<file path="config.mk">
export PLATFORM = sky130hd
export DESIGN_NAME = serial_to_parallel_rx_flat
export DESIGN_NICKNAME = d
export VERILOG_FILES = /design/src/rtl/serial_to_parallel_rx_if.sv /design/src/rtl/serial_to_parallel_rx.sv /design/src/flat_wrapper.sv
export SDC_FILE = /design/constraint.sdc
export NUM_CORES = 1
export LEC_CHECK = 0
export ABC_AREA = 1
export CAP_MARGIN = 20
export CORE_MARGIN = 10
export CORE_UTILIZATION = 53
export CTS_CLUSTER_DIAMETER = 40
export DETAILED_ROUTE_END_ITERATION = 12
export PLACE_DENSITY_LB_ADDON = 0.25
export SLEW_MARGIN = 20
export SYNTH_ARGS = -nofsm -noshare
export SYNTH_HDL_FRONTEND = slang
export SYNTH_SLANG_ARGS = --single-unit
</file>
<file path="constraint.sdc">
create_clock -name clk_32f -period 1.79 [get_ports clk_32f]
set_input_delay 0.358 -clock clk_32f [delete_from_list [all_inputs] [get_ports clk_32f]]
set_output_delay 0.358 -clock clk_32f [all_outputs]
set_load 0.01 [all_outputs]
</file>
<file path="src/rtl/serial_to_parallel_rx_if.sv">
// Byte-side bus of the receive deserializer: serial bit in, aligned byte out.
// byte_strobe qualifies data_out/valid_out for one cycle; there is no back-pressure.
interface serial_to_parallel_rx_if #(
  parameter int WIDTH = 8
);
  logic             data_in;
  logic [WIDTH-1:0] data_out;
  logic             valid_out;
  logic             byte_strobe;
  logic             active;

  modport master (
    output data_in,
    input  data_out,
    input  valid_out,
    input  byte_strobe,
    input  active
  );

  modport slave (
    input  data_in,
    output data_out,
    output valid_out,
    output byte_strobe,
    output active
  );
endinterface

</file>
<file path="src/rtl/serial_to_parallel_rx.sv">
// Serial-to-parallel receiver: finds byte alignment on COM symbols, locks after
// LOCK_COUNT aligned COMs, then delivers one byte every WIDTH bit clocks.
module serial_to_parallel_rx #(
  parameter int               WIDTH      = 8,
  parameter logic [WIDTH-1:0] COM_SYMBOL = 8'hBC,
  parameter int               LOCK_COUNT = 4
) (
  input  logic                 clk_32f,
  input  logic                 reset,
  serial_to_parallel_rx_if.slave rx,
  output logic [1:0]           state_dbg
);

  localparam int CW = $clog2(WIDTH);
  localparam int LW = $clog2(LOCK_COUNT + 1);

  localparam logic [1:0] SEARCH   = 2'd0;
  localparam logic [1:0] ALIGNING = 2'd1;
  localparam logic [1:0] ACTIVE   = 2'd2;

  localparam logic [CW-1:0] LAST_BIT  = CW'(WIDTH - 1);
  localparam logic [LW-1:0] LOCK_LAST = LW'(LOCK_COUNT - 1);
  localparam logic [LW-1:0] LOCK_FULL = LW'(LOCK_COUNT);

  logic [WIDTH-1:0] sr;
  logic [CW-1:0]    bit_cnt;
  logic [LW-1:0]    com_cnt;
  logic [1:0]       state;
  logic [WIDTH-1:0] data_q;
  logic             valid_q;
  logic             strobe_q;
  logic             active_q;

  logic is_com;
  logic boundary;

  assign is_com   = (sr == COM_SYMBOL);
  // bit_cnt is reloaded to 0 on the edge after a boundary, so the next
  // boundary falls exactly WIDTH cycles later when it reaches its last value.
  assign boundary = (bit_cnt == LAST_BIT);

  always_ff @(posedge clk_32f or posedge reset) begin
    if (reset) begin
      sr       <= '0;
      bit_cnt  <= '0;
      com_cnt  <= '0;
      state    <= SEARCH;
      data_q   <= '0;
      valid_q  <= 1'b0;
      strobe_q <= 1'b0;
      active_q <= 1'b0;
    end else begin
      sr       <= {sr[WIDTH-2:0], rx.data_in};
      strobe_q <= 1'b0;
      case (state)
        SEARCH: begin
          if (is_com) begin
            state   <= ALIGNING;
            com_cnt <= LW'(1);
            bit_cnt <= '0;
          end
        end
        ALIGNING: begin
          bit_cnt <= bit_cnt + 1'b1;
          if (boundary) begin
            if (!is_com) begin
              state   <= SEARCH;
              com_cnt <= '0;
            end else if (com_cnt == LOCK_LAST) begin
              // The lock-completing COM is registered like any idle byte.
              state    <= ACTIVE;
              com_cnt  <= LOCK_FULL;
              active_q <= 1'b1;
              data_q   <= sr;
              valid_q  <= 1'b0;
              strobe_q <= 1'b1;
            end else begin
              com_cnt <= com_cnt + 1'b1;
            end
          end
        end
        ACTIVE: begin
          bit_cnt <= bit_cnt + 1'b1;
          if (boundary) begin
            data_q   <= sr;
            valid_q  <= !is_com;
            strobe_q <= 1'b1;
          end
        end
        default: begin
          state   <= SEARCH;
          com_cnt <= '0;
          bit_cnt <= '0;
        end
      endcase
    end
  end

  assign rx.data_out    = data_q;
  assign rx.valid_out   = valid_q;
  assign rx.byte_strobe = strobe_q;
  assign rx.active      = active_q;
  assign state_dbg      = state;

endmodule

</file>
<file path="src/flat_wrapper.sv">
// flat-port wrapper written by rule: the top's interface ports become plain ports
module serial_to_parallel_rx_flat 
#(
  parameter int               WIDTH      = 8,
  parameter logic [WIDTH-1:0] COM_SYMBOL = 8'hBC,
  parameter int               LOCK_COUNT = 4
)
  (clk_32f, reset, state_dbg, rx_data_in, rx_data_out, rx_valid_out, rx_byte_strobe, rx_active);
  serial_to_parallel_rx_if #(.WIDTH(WIDTH)) rx_i ();
  input  logic clk_32f;
  input  logic reset;
  output logic [1:0] state_dbg;
  input wire logic [$bits(rx_i.data_in)-1:0] rx_data_in;
  output wire logic [$bits(rx_i.data_out)-1:0] rx_data_out;
  output wire logic [$bits(rx_i.valid_out)-1:0] rx_valid_out;
  output wire logic [$bits(rx_i.byte_strobe)-1:0] rx_byte_strobe;
  output wire logic [$bits(rx_i.active)-1:0] rx_active;
  assign rx_i.data_in = rx_data_in;
  assign rx_data_out = rx_i.data_out;
  assign rx_valid_out = rx_i.valid_out;
  assign rx_byte_strobe = rx_i.byte_strobe;
  assign rx_active = rx_i.active;
  serial_to_parallel_rx #(.WIDTH(WIDTH), .COM_SYMBOL(COM_SYMBOL), .LOCK_COUNT(LOCK_COUNT)) u_core (.clk_32f(clk_32f), .reset(reset), .rx(rx_i), .state_dbg(state_dbg));
endmodule
</file>
==> impl_metrics.yaml, run 1 <==
setup_path:
  critPathTopFamily: "buffers and inverters"
  critical_path_class: "reg2out"
  cp.arrival_ps: 1300
  end_kind: "primary output"
  slowest_delay_ps: 560
  cp.required_ps: 1430
  path_cells: "clkdlybuf4s50_1"
  slowest_stage: "clkdlybuf4s50_1"
  critPathBufInv: 1
  cp-start-kind: "flop"
  crit_fanout: 4
timing:
  slew_headroom_pct: 78.37
  hold_viol_final: 0
  post-route-period-util_pct: 92.76
  max_freq_ghz: 0.6023
  fin_tns_setup_ps: 0
  hold_ws_ps: 355.5
  fin_crit_ps: 1660
  setup_viol: 0
  postLayoutSetupSlackWorst_ps: 129.6
  grt_setup_unrepaired: "false"
  worst_slew_pin_slew_ps: 324.5
  drv_slew: 0
  finClkSkew_ps: 12.56
clocking:
  cts_max_level: 1
  cts_made_buffers: 3
  cts_tree: "done"
  cts_hold_buf: 0
  insertion_delay_ps: 330
  numClockSinks: 27
  clock_path_buffers: 2
  clk_pin_slew_ps: 140
  cts_root_buf: "clkbuf_4"
  postCtsSetupBuffers: 0
synth:
  syn_nets: 144
  netlist.area_leader.share_pct: 53.31
  synthCells: 133
  synth_edf_count: 0
  synth_cell_types: 18
  synth_area_leaders: "dfrtp_1 (53%), nand2_1 (11%), ha_1 (7.9%)"
  synth-seq-area-share_pct: 53.31
  synth_area_mm2: 0.001267
  synth_area_per_cell_um2: 9.530
  yosysTopAreaCell: "dfrtp_1"
  ys_ff_latch: 27
  ys_warn_count: 0
  async_reset_ff_share_pct: 100.0
  synthFlopType: "dfrtp_1"
route:
  postRouteAntennaNets: 0
  wire_per_inst_um: 11.97
  vias: 893
  drcViolationCount: 0
  wirelength_um: 2155
  first_pass_iters: 4
  avgViaCountPerCell: 4.961
  drtIter0Drc: 53
finish:
  area_growth_pct: 16.19
  fillers: 195
  layout-drive-gt1-share_pct: 15.79
  diodes: 0
  register_area_um2: 675.6
  fin_nets: 164
  final_common_cell: "nand2_1"
  multi_input_area_um2: 514.2
  mostFrequentLayoutCells: "nand2_1 (38), dfrtp_1 (27), clkdlybuf4s50_1 (15)"
placement:
  port_buffers: 15
  post-place-ws_ps: 210.7
  place_congestion: 0.8101
  place_hpwl_um: 1702
flow_run:
  maxCapViolations: 0
pwr:
  leakage_nw: 0.7405
  switching_share_pct: 37.61
  p_switching_mw: 0.7251
  vdd_ir_drop_max_mv: 0.7577
  internal_power_mw: 1.203
  combPwrFrac_pct: 43.2
  power.clock.fraction_pct: 13.4
  powerDensity_mw_per_mm2: 1309
  seq_power_share_pct: 43.4
min_path:
  hold_class: "in2async"
global_route:
  antenna_found_initial: 0
  gr-usage-all-layers_pct: 10.87
  grt_pass1_vias: 892
  grt_max_degree: 28
  grt_overflow: 0
  grt_pass1_wl_um: 4015
floorplan:
  core_area_mm2: 0.002255
  die_h_um: 68.90
  io_pins: 16
  dieArea_mm2: 0.004747
  start_util_pct: 56.22
  rows: 17
  die_w_um: 68.90
outcome:
  status: "complete, no violations"
==> per-layer routing <==
layer | wire length, µm | vias to the layer above | global-route usage, %
met2 | 960 | 17 | 17.35
met4 | 35 | 0 | 4.433
met3 | 149 | 4 | 3.060
li1 | - | 457 | -
met1 | 1009 | 415 | 13.53
met5 | 0 | - | 0
==> final timing paths <==
check | start | to | slack (ps) | cells after the start
min | reset | u_core.rx.data_out[0]$_DFFE_PP0P_ | 360 | 3
min in group clk_32f | u_core.sr[1]$_DFF_PP0_ | u_core.sr[2]$_DFF_PP0_ | 400 | 0
min reg2reg | u_core.sr[1]$_DFF_PP0_ | u_core.sr[2]$_DFF_PP0_ | 400 | 0
max reg2reg | u_core.state_dbg[1]$_DFFE_PP0P_ | u_core.rx.data_out[0]$_DFFE_PP0P_ | 190 | 8
max in group asynchronous | reset | u_core.rx.active$_DFFE_PP0P_ | 1180 | 3
max | u_core.state_dbg[1]$_DFFE_PP0P_ | state_dbg[1] | 130 | 1
==> synthesized netlist by cell type, types with 2 or more instances <==
cell / number
nand3_1: 12
ha_1: 8
inv_2: 2
nand4_1: 4
nand2_2: 5
nand2_4: 3
o21ai_2: 5
dfrtp_1: 27
nor3_1: 2
nand2_1: 38
nor2_1: 7
inv_1: 14
==> kinds of logic (layout without fill, tap and decap cells) <==
logic type	Yosys count	after routing	share of synthesized area [%]
adder cells (fa/ha/maj)	8	8	7.898
AND/OR/NAND/NOR	73	73	27.35
buffers and inverters	17	36	6.318
flip-flops	27	27	53.31
AO/OA/AOI/OAI	8	8	5.133
==> power groups by stage <==
stage / registers, mW / clock network (mW) / logic [mW]
6_report: 0.836 / 0.259 / 0.833
5_1_grt: 0.855 / 0.305 / 0.937
4_1_cts: 0.839 / 0.271 / 0.845
3_5_place_dp: 0.851 / 0 / 0.842
3_3_place_gp: 0.850 / 0 / 0.823
2_1_floorplan: 0.883 / 0 / 0.539
==> worst reg2reg max path, cell delays in order, from the launching register on <==
cell	delay (ps)
dfrtp_1	420
inv_1	90
ha_1	260
inv_2	150
o21ai_2	80
nor2_4	190
nand2_4	150
nand2_1	110
o21ai_2	50
==> registers in the layout (all words and copies together), names as in the netlist <==
name                   flops
u_core.rx.data_out         8
u_core.sr                  8
u_core.bit_cnt             3
u_core.com_cnt             3
u_core.state_dbg           2
u_core.rx.active           1
u_core.rx.byte_strobe      1
u_core.rx.valid_out        1
==> timing repair <==
item	4_1_cts	5_1_grt
endpoints found under the setup margin	0	3
gates resized for setup	0	1
hold endpoints to repair	0	0
==> metrics by stage <==
| stage | utilization, % | cell area [µm²] | power, mW | instances |
|---|---|---|---|---|
| floorplan | - | 1267 | 1.423 | 133 |
| global placement | 63.87 | 1440 | 1.673 | 176 |
| detailed placement | 63.87 | 1440 | 1.694 | 176 |
| CTS | 65.21 | 1470 | 1.954 | 180 |
| global route | 65.32 | 1473 | 2.097 | 180 |
| finish | 65.32 | 1473 | 1.928 | 180 |
==> area by class of cell <==
cell class | count | share of cell area, %
Clock buffer | 3 | 1.529
Multi-Input combinational cell | 89 | 34.92
Tap cell | 28 | 2.379
Timing Repair Buffer | 16 | 10.71
Clock inverter | 1 | 0.5098
Sequential cell | 27 | 45.88
Inverter | 16 | 4.078
Note: power is estimated with default switching activity, not from simulation.
==> run 2, diff against run 1 <==
--- a/config.mk
+++ b/config.mk
@@ -5,14 +5,13 @@
 export SDC_FILE = /design/constraint.sdc
 export NUM_CORES = 1
 export LEC_CHECK = 0
-export ABC_AREA = 1
 export CAP_MARGIN = 20
 export CORE_MARGIN = 10
 export CORE_UTILIZATION = 53
 export CTS_CLUSTER_DIAMETER = 40
 export DETAILED_ROUTE_END_ITERATION = 12
 export PLACE_DENSITY_LB_ADDON = 0.25
-export SLEW_MARGIN = 20
+export SLEW_MARGIN = 10
 export SYNTH_ARGS = -nofsm -noshare
 export SYNTH_HDL_FRONTEND = slang
 export SYNTH_SLANG_ARGS = --single-unit
==> constraint.sdc (replaced) <==
create_clock -name clk_32f -period 1.6 [get_ports clk_32f]
set_input_delay 0.32 -clock clk_32f [delete_from_list [all_inputs] [get_ports clk_32f]]
set_output_delay 0.32 -clock clk_32f [all_outputs]
set_load 0.01 [all_outputs]
==> impl_metrics.yaml, run 2 <==
pwr:
  leakage_nw: 0.9790
  powerDensity_mw_per_mm2: 1453
  p_total_mw: 2.598
  vdd_ir_drop_max_mv: 0.8725
timing:
  finClkSkew_ps: 12.11
  hold_viol_final: 0
  grt_setup_unrepaired: "true"
  setup_viol: 12
  fin_crit_ps: 1778
  postLayoutSetupSlackWorst_ps: -178.5
  worst_slew_pin_slew_ps: 378.7
  post-route-period-util_pct: 111.2
  max_freq_ghz: 0.5623
  hold_ws_ps: 334.9
  drv_slew: 0
  slew_headroom_pct: 74.67
floorplan:
  die_h_um: 67.68
  die_w_um: 67.68
  core_area_mm2: 0.002191
  rows: 17
  dieArea_mm2: 0.004581
  io_pins: 16
  start_util_pct: 55.00
setup_path:
  crit_fanout: 9
  cp-start-kind: "flop"
  critPathTopFamily: "flip-flops"
  rr_endpoint: "u_core.rx.data_out[4]$_DFFE_PP0P_"
  critPathBufInv: 1
  slowest_stage: "dfrtp_1"
  r2r-start: "u_core.com_cnt[1]$_DFFE_PP0P_"
  cp.arrival_ps: 1990
  crit_cells: 7
  end_kind: "flop"
  critical_path_class: "reg2reg"
  worstSetupStartpoint: "u_core.com_cnt[1]$_DFFE_PP0P_"
  slowest_delay_ps: 410
  endpoint: "u_core.rx.data_out[4]$_DFFE_PP0P_"
  r2r_slack_ps: -180
  path_cells: "ha_2 > ha_4 > and2b_1 > nor2_2 > o221ai_4 > buf_12 > mux2_4"
  rr_worst_depth: 7
  cp.required_ps: 1810
synth:
  synthCells: 86
  synth_area_mm2: 0.001205
  synth_commonest_cells: "dfrtp_1 (27), inv_1 (9), mux2_2 (9), ha_1 (8)"
  synthFlopType: "dfrtp_1"
  netlist.area_leader.share_pct: 56.07
  async_reset_ff_share_pct: 100.0
  synth_cell_types: 28
  synth_area_per_cell_um2: 14.01
  yosysMostFrequentCell: "dfrtp_1"
  ys_warn_count: 0
  ys_ff_latch: 27
  synth_edf_count: 0
  synth-seq-area-share_pct: 56.07
  syn_nets: 97
  synth_area_leaders: "dfrtp_1 (56%), mux2_2 (8.4%), ha_1 (8.3%)"
  yosysTopAreaCell: "dfrtp_1"
placement:
  port_buffers: 15
  post-place-cells: 154
  post-place-ws_ps: -193.9
  place_congestion: 0.7979
  place_hpwl_um: 1864
route:
  wire_per_inst_um: 16.43
  drcViolationCount: 0
  wirelength_um: 2694
  avgViaCountPerCell: 5.165
  drtIter0Drc: 35
  vias: 847
  postRouteAntennaNets: 0
  first_pass_iters: 4
clocking:
  cts_max_level: 1
  cts_root_buf: "clkbuf_4"
  cts_hold_buf: 0
  clk_pin_slew_ps: 140
  cts_made_buffers: 3
  insertion_delay_ps: 320
  cts_tree: "done"
  numClockSinks: 27
  clock_path_buffers: 2
finish:
  multi_input_area_um2: 588.1
  fin_cells: 164
  diodes: 0
  fillers: 124
  layout-drive-gt1-share_pct: 47.06
  final_common_cell: "buf_4"
  area_growth_pct: 48.39
  mostFrequentLayoutCells: "buf_4 (30), dfrtp_1 (26), mux2_4 (10)"
  fin_nets: 148
  register_area_um2: 676.9
  fin_util_pct: 81.61
global_route:
  gr-usage-all-layers_pct: 11.97
  grt_pass1_wl_um: 4091
  grt_pass1_vias: 879
  antenna_found_initial: 0
  grt_max_degree: 28
  grt_overflow: 0
outcome:
  status: "finished, violations left"
  violations: "negative setup slack"
flow_run:
  maxCapViolations: 0
min_path:
  hold_class: "in2async"
[run 2: layout make-up]
class	count	area share, %
Multi-Input combinational cell	49	32.89
Timing Repair Buffer	47	23.86
Clock inverter	1	0.2799
Inverter	9	1.889
Sequential cell	27	37.86
Tap cell	28	1.959
Clock buffer	3	1.260
[run 2: worst min-delay path by stage]
| stage | start | to | slack [ps] |
|---|---|---|---|
| 2_1_floorplan | rx_data_in | u_core.sr[0]$_DFF_PP0_ | 350 |
| 3_3_place_gp | u_core.rx.active$_DFFE_PP0P_ | u_core.rx.active$_DFFE_PP0P_ | 450 |
| 3_5_place_dp | u_core.rx.active$_DFFE_PP0P_ | u_core.rx.active$_DFFE_PP0P_ | 460 |
| 4_1_cts | reset | u_core.rx.data_out[2]$_DFFE_PP0P_ | 340 |
| 5_1_grt | reset | u_core.rx.data_out[1]$_DFFE_PP0P_ | 370 |
| 6_report | reset | u_core.rx.data_out[1]$_DFFE_PP0P_ | 330 |
[run 2: logic make-up after synthesis]
| family | synth area share [%] |
|---|---|
| AO/OA/AOI/OAI | 11.63 |
| adder cells (fa/ha/maj) | 8.308 |
| buffers and inverters | 3.219 |
| flip-flops | 56.07 |
| multiplexers | 10.18 |
| AND/OR/NAND/NOR | 10.59 |
[run 2: what timing repair did]
action / 4_1_cts / 5_1_grt
pin swaps: 1 / 1
resized for setup: 6 / 15
setup buffers: 1 / 6
cloned: 0 / 0
setup endpoints to repair: 16 / 26
[run 2: power breakdown]
group / switching (mW) / leakage [nW] / internal (mW) / total (mW)
Combinational: 0.548 / 0.626 / 0.825 / 1.37
Clock: 0.191 / 0.0177 / 0.0936 / 0.285
Sequential: 0.0993 / 0.335 / 0.842 / 0.941
[run 2: metrics by stage]
stage                     area (µm²)  TNS [ps]
after CTS                       1709     -1676
after detailed placement        1657     -1777
after global routing            1788     -2415
final                           1788     -1665
after floorplan                 1269     -1948
after global placement          1657     -1470
[run 2: tightest hold or removal path, cell delays in order]
cell and delay (ps):
clkdlybuf4s50_1 400, inv_1 50, buf_4 310
[run 2: layer usage]
layer / track usage, % / routed length (µm) / vias up / part of all wire (%)
met5: 0 / 0 / - / 0
met4: 7.949 / 47 / 0 / 1.7
met3: 3.140 / 75 / 4 / 2.8
met2: 19.48 / 1428 / 17 / 53
met1: 13.50 / 1143 / 414 / 42
li1: - / - / 412 / -
==> run 3, diff against run 2 <==
--- a/config.mk
+++ b/config.mk
@@ -11,6 +11,7 @@
 export CTS_CLUSTER_DIAMETER = 40
 export DETAILED_ROUTE_END_ITERATION = 12
 export PLACE_DENSITY_LB_ADDON = 0.25
+export REMOVE_ABC_BUFFERS = 1
 export SLEW_MARGIN = 10
 export SYNTH_ARGS = -nofsm -noshare
 export SYNTH_HDL_FRONTEND = slang
==> impl_metrics.yaml, run 3 (synthesis gave the netlist of run 2 again) <==
outcome:
  status: "finished, violations left"
  violations: "negative setup slack"
setup_path:
  critical_path_class: "reg2reg"
  cp.required_ps: 1810
  cp-start-kind: "flop"
  crit_fanout: 5
  end_kind: "flop"
  cp.arrival_ps: 2000
timing:
  hold_viol_final: 0
  finClkSkew_ps: 5.166
  post-route-period-util_pct: 111.4
  grt_setup_unrepaired: "true"
  setup_viol: 12
  drv_slew: 0
  fin_crit_ps: 1782
  postLayoutSetupSlackWorst_ps: -181.9
  slew_headroom_pct: 75.43
  worst_slew_pin_slew_ps: 367.3
  hold_ws_ps: 341.0
  max_freq_ghz: 0.5612
  fin_tns_setup_ps: -1804
route:
  avgViaCountPerCell: 5.247
  vias: 850
  drcViolationCount: 0
  wirelength_um: 2480
  wire_per_inst_um: 15.31
  drtIter0Drc: 19
  first_pass_iters: 4
  postRouteAntennaNets: 0
floorplan:
  core_area_mm2: 0.002191
  io_pins: 16
  start_util_pct: 55.00
  die_h_um: 67.68
  rows: 17
  dieArea_mm2: 0.004581
  die_w_um: 67.68
placement:
  place_hpwl_um: 1839
  place_congestion: 0.7583
  post-place-ws_ps: -252.3
  port_buffers: 15
global_route:
  grt_max_degree: 28
  antenna_found_initial: 0
  grt_overflow: 0
  grt_pass1_wl_um: 4174
  grt_pass1_vias: 905
  gr-usage-all-layers_pct: 12.03
finish:
  fin_nets: 146
  fillers: 130
  area_growth_pct: 44.24
  mostFrequentLayoutCells: "buf_4 (27), dfrtp_1 (27), mux2_4 (9)"
  layout-drive-gt1-share_pct: 44.78
  diodes: 0
pwr:
  powerDensity_mw_per_mm2: 1411
  leakage_nw: 0.9439
  vdd_ir_drop_max_mv: 1.040
clocking:
  cts_tree: "done"
  cts_max_level: 1
  cts_hold_buf: 0
  clock_path_buffers: 2
  cts_root_buf: "clkbuf_4"
  insertion_delay_ps: 320
  numClockSinks: 27
  clk_pin_slew_ps: 130
  cts_made_buffers: 3
flow_run:
  maxCapViolations: 0
min_path:
  hold_class: "in2async"
-- run 3: final cells by class --
cell class | instances | area (µm²) | share of cell area [%]
timing repair buffer | 45 | 404.1 | 23.25
clock buffer | 4 | 26.28 | 1.512
sequential | 27 | 675.6 | 38.88
multi-input combinational | 49 | 563.0 | 32.40
inverter | 9 | 33.78 | 1.944
tap | 28 | 35.03 | 2.016
-- run 3: per-layer routing --
metal	up-vias	wire, µm	global-route usage (%)
met5	-	0	0
met1	426	982	12.59
li1	405	-	-
met2	14	1359	21.36
met4	0	44	6.410
met3	5	93	3.306
-- run 3: metrics by stage --
stage,util [%],area [µm²],total power [mW],instances
finish,79.33,1738,2.452,162
global route,79.33,1738,2.639,162
CTS,75.33,1650,2.439,158
detailed placement,71.79,1573,2.023,153
global placement,71.79,1573,1.973,153
floorplan,-,1200,1.471,85
-- run 3: critical path: stages, from the launching register on --
cell and delay, ps:
dfrtp_1 410, ha_2 200, ha_4 150, and2b_1 210, nor2_2 40, o221ai_2 190
buf_6 170, mux2_4 300
-- run 3: worst paths after layout --
path	startpoint	end	slack, ps	depth (start not counted)
min reg2reg	u_core.sr[2]$_DFF_PP0_	u_core.sr[3]$_DFF_PP0_	480	0
max reg2reg	u_core.com_cnt[1]$_DFFE_PP0P_	u_core.rx.data_out[5]$_DFFE_PP0P_	-180	7
max	u_core.com_cnt[1]$_DFFE_PP0P_	u_core.rx.data_out[5]$_DFFE_PP0P_	-180	7
min	reset	u_core.rx.data_out[1]$_DFFE_PP0P_	340	3
min in group clk_32f	rx_data_in	u_core.sr[0]$_DFF_PP0_	440	1
max in group asynchronous	reset	u_core.state_dbg[0]$_DFFE_PP0P_	1010	3
-- run 3: timing repair --
item,in CTS,in global routing
pin swaps,3,2
setup endpoints to repair,15,25
endpoints found under the hold margin,0,0
resized for setup,15,19
setup buffers,1,6
-- run 3: power breakdown --
group	internal, mW	leakage [nW]	switching (mW)	total, mW
registers	0.842	0.337	0.0891	0.931
clock network	0.0976	0.0150	0.179	0.277
logic	0.726	0.592	0.518	1.24
total	1.67	0.944	0.787	2.45
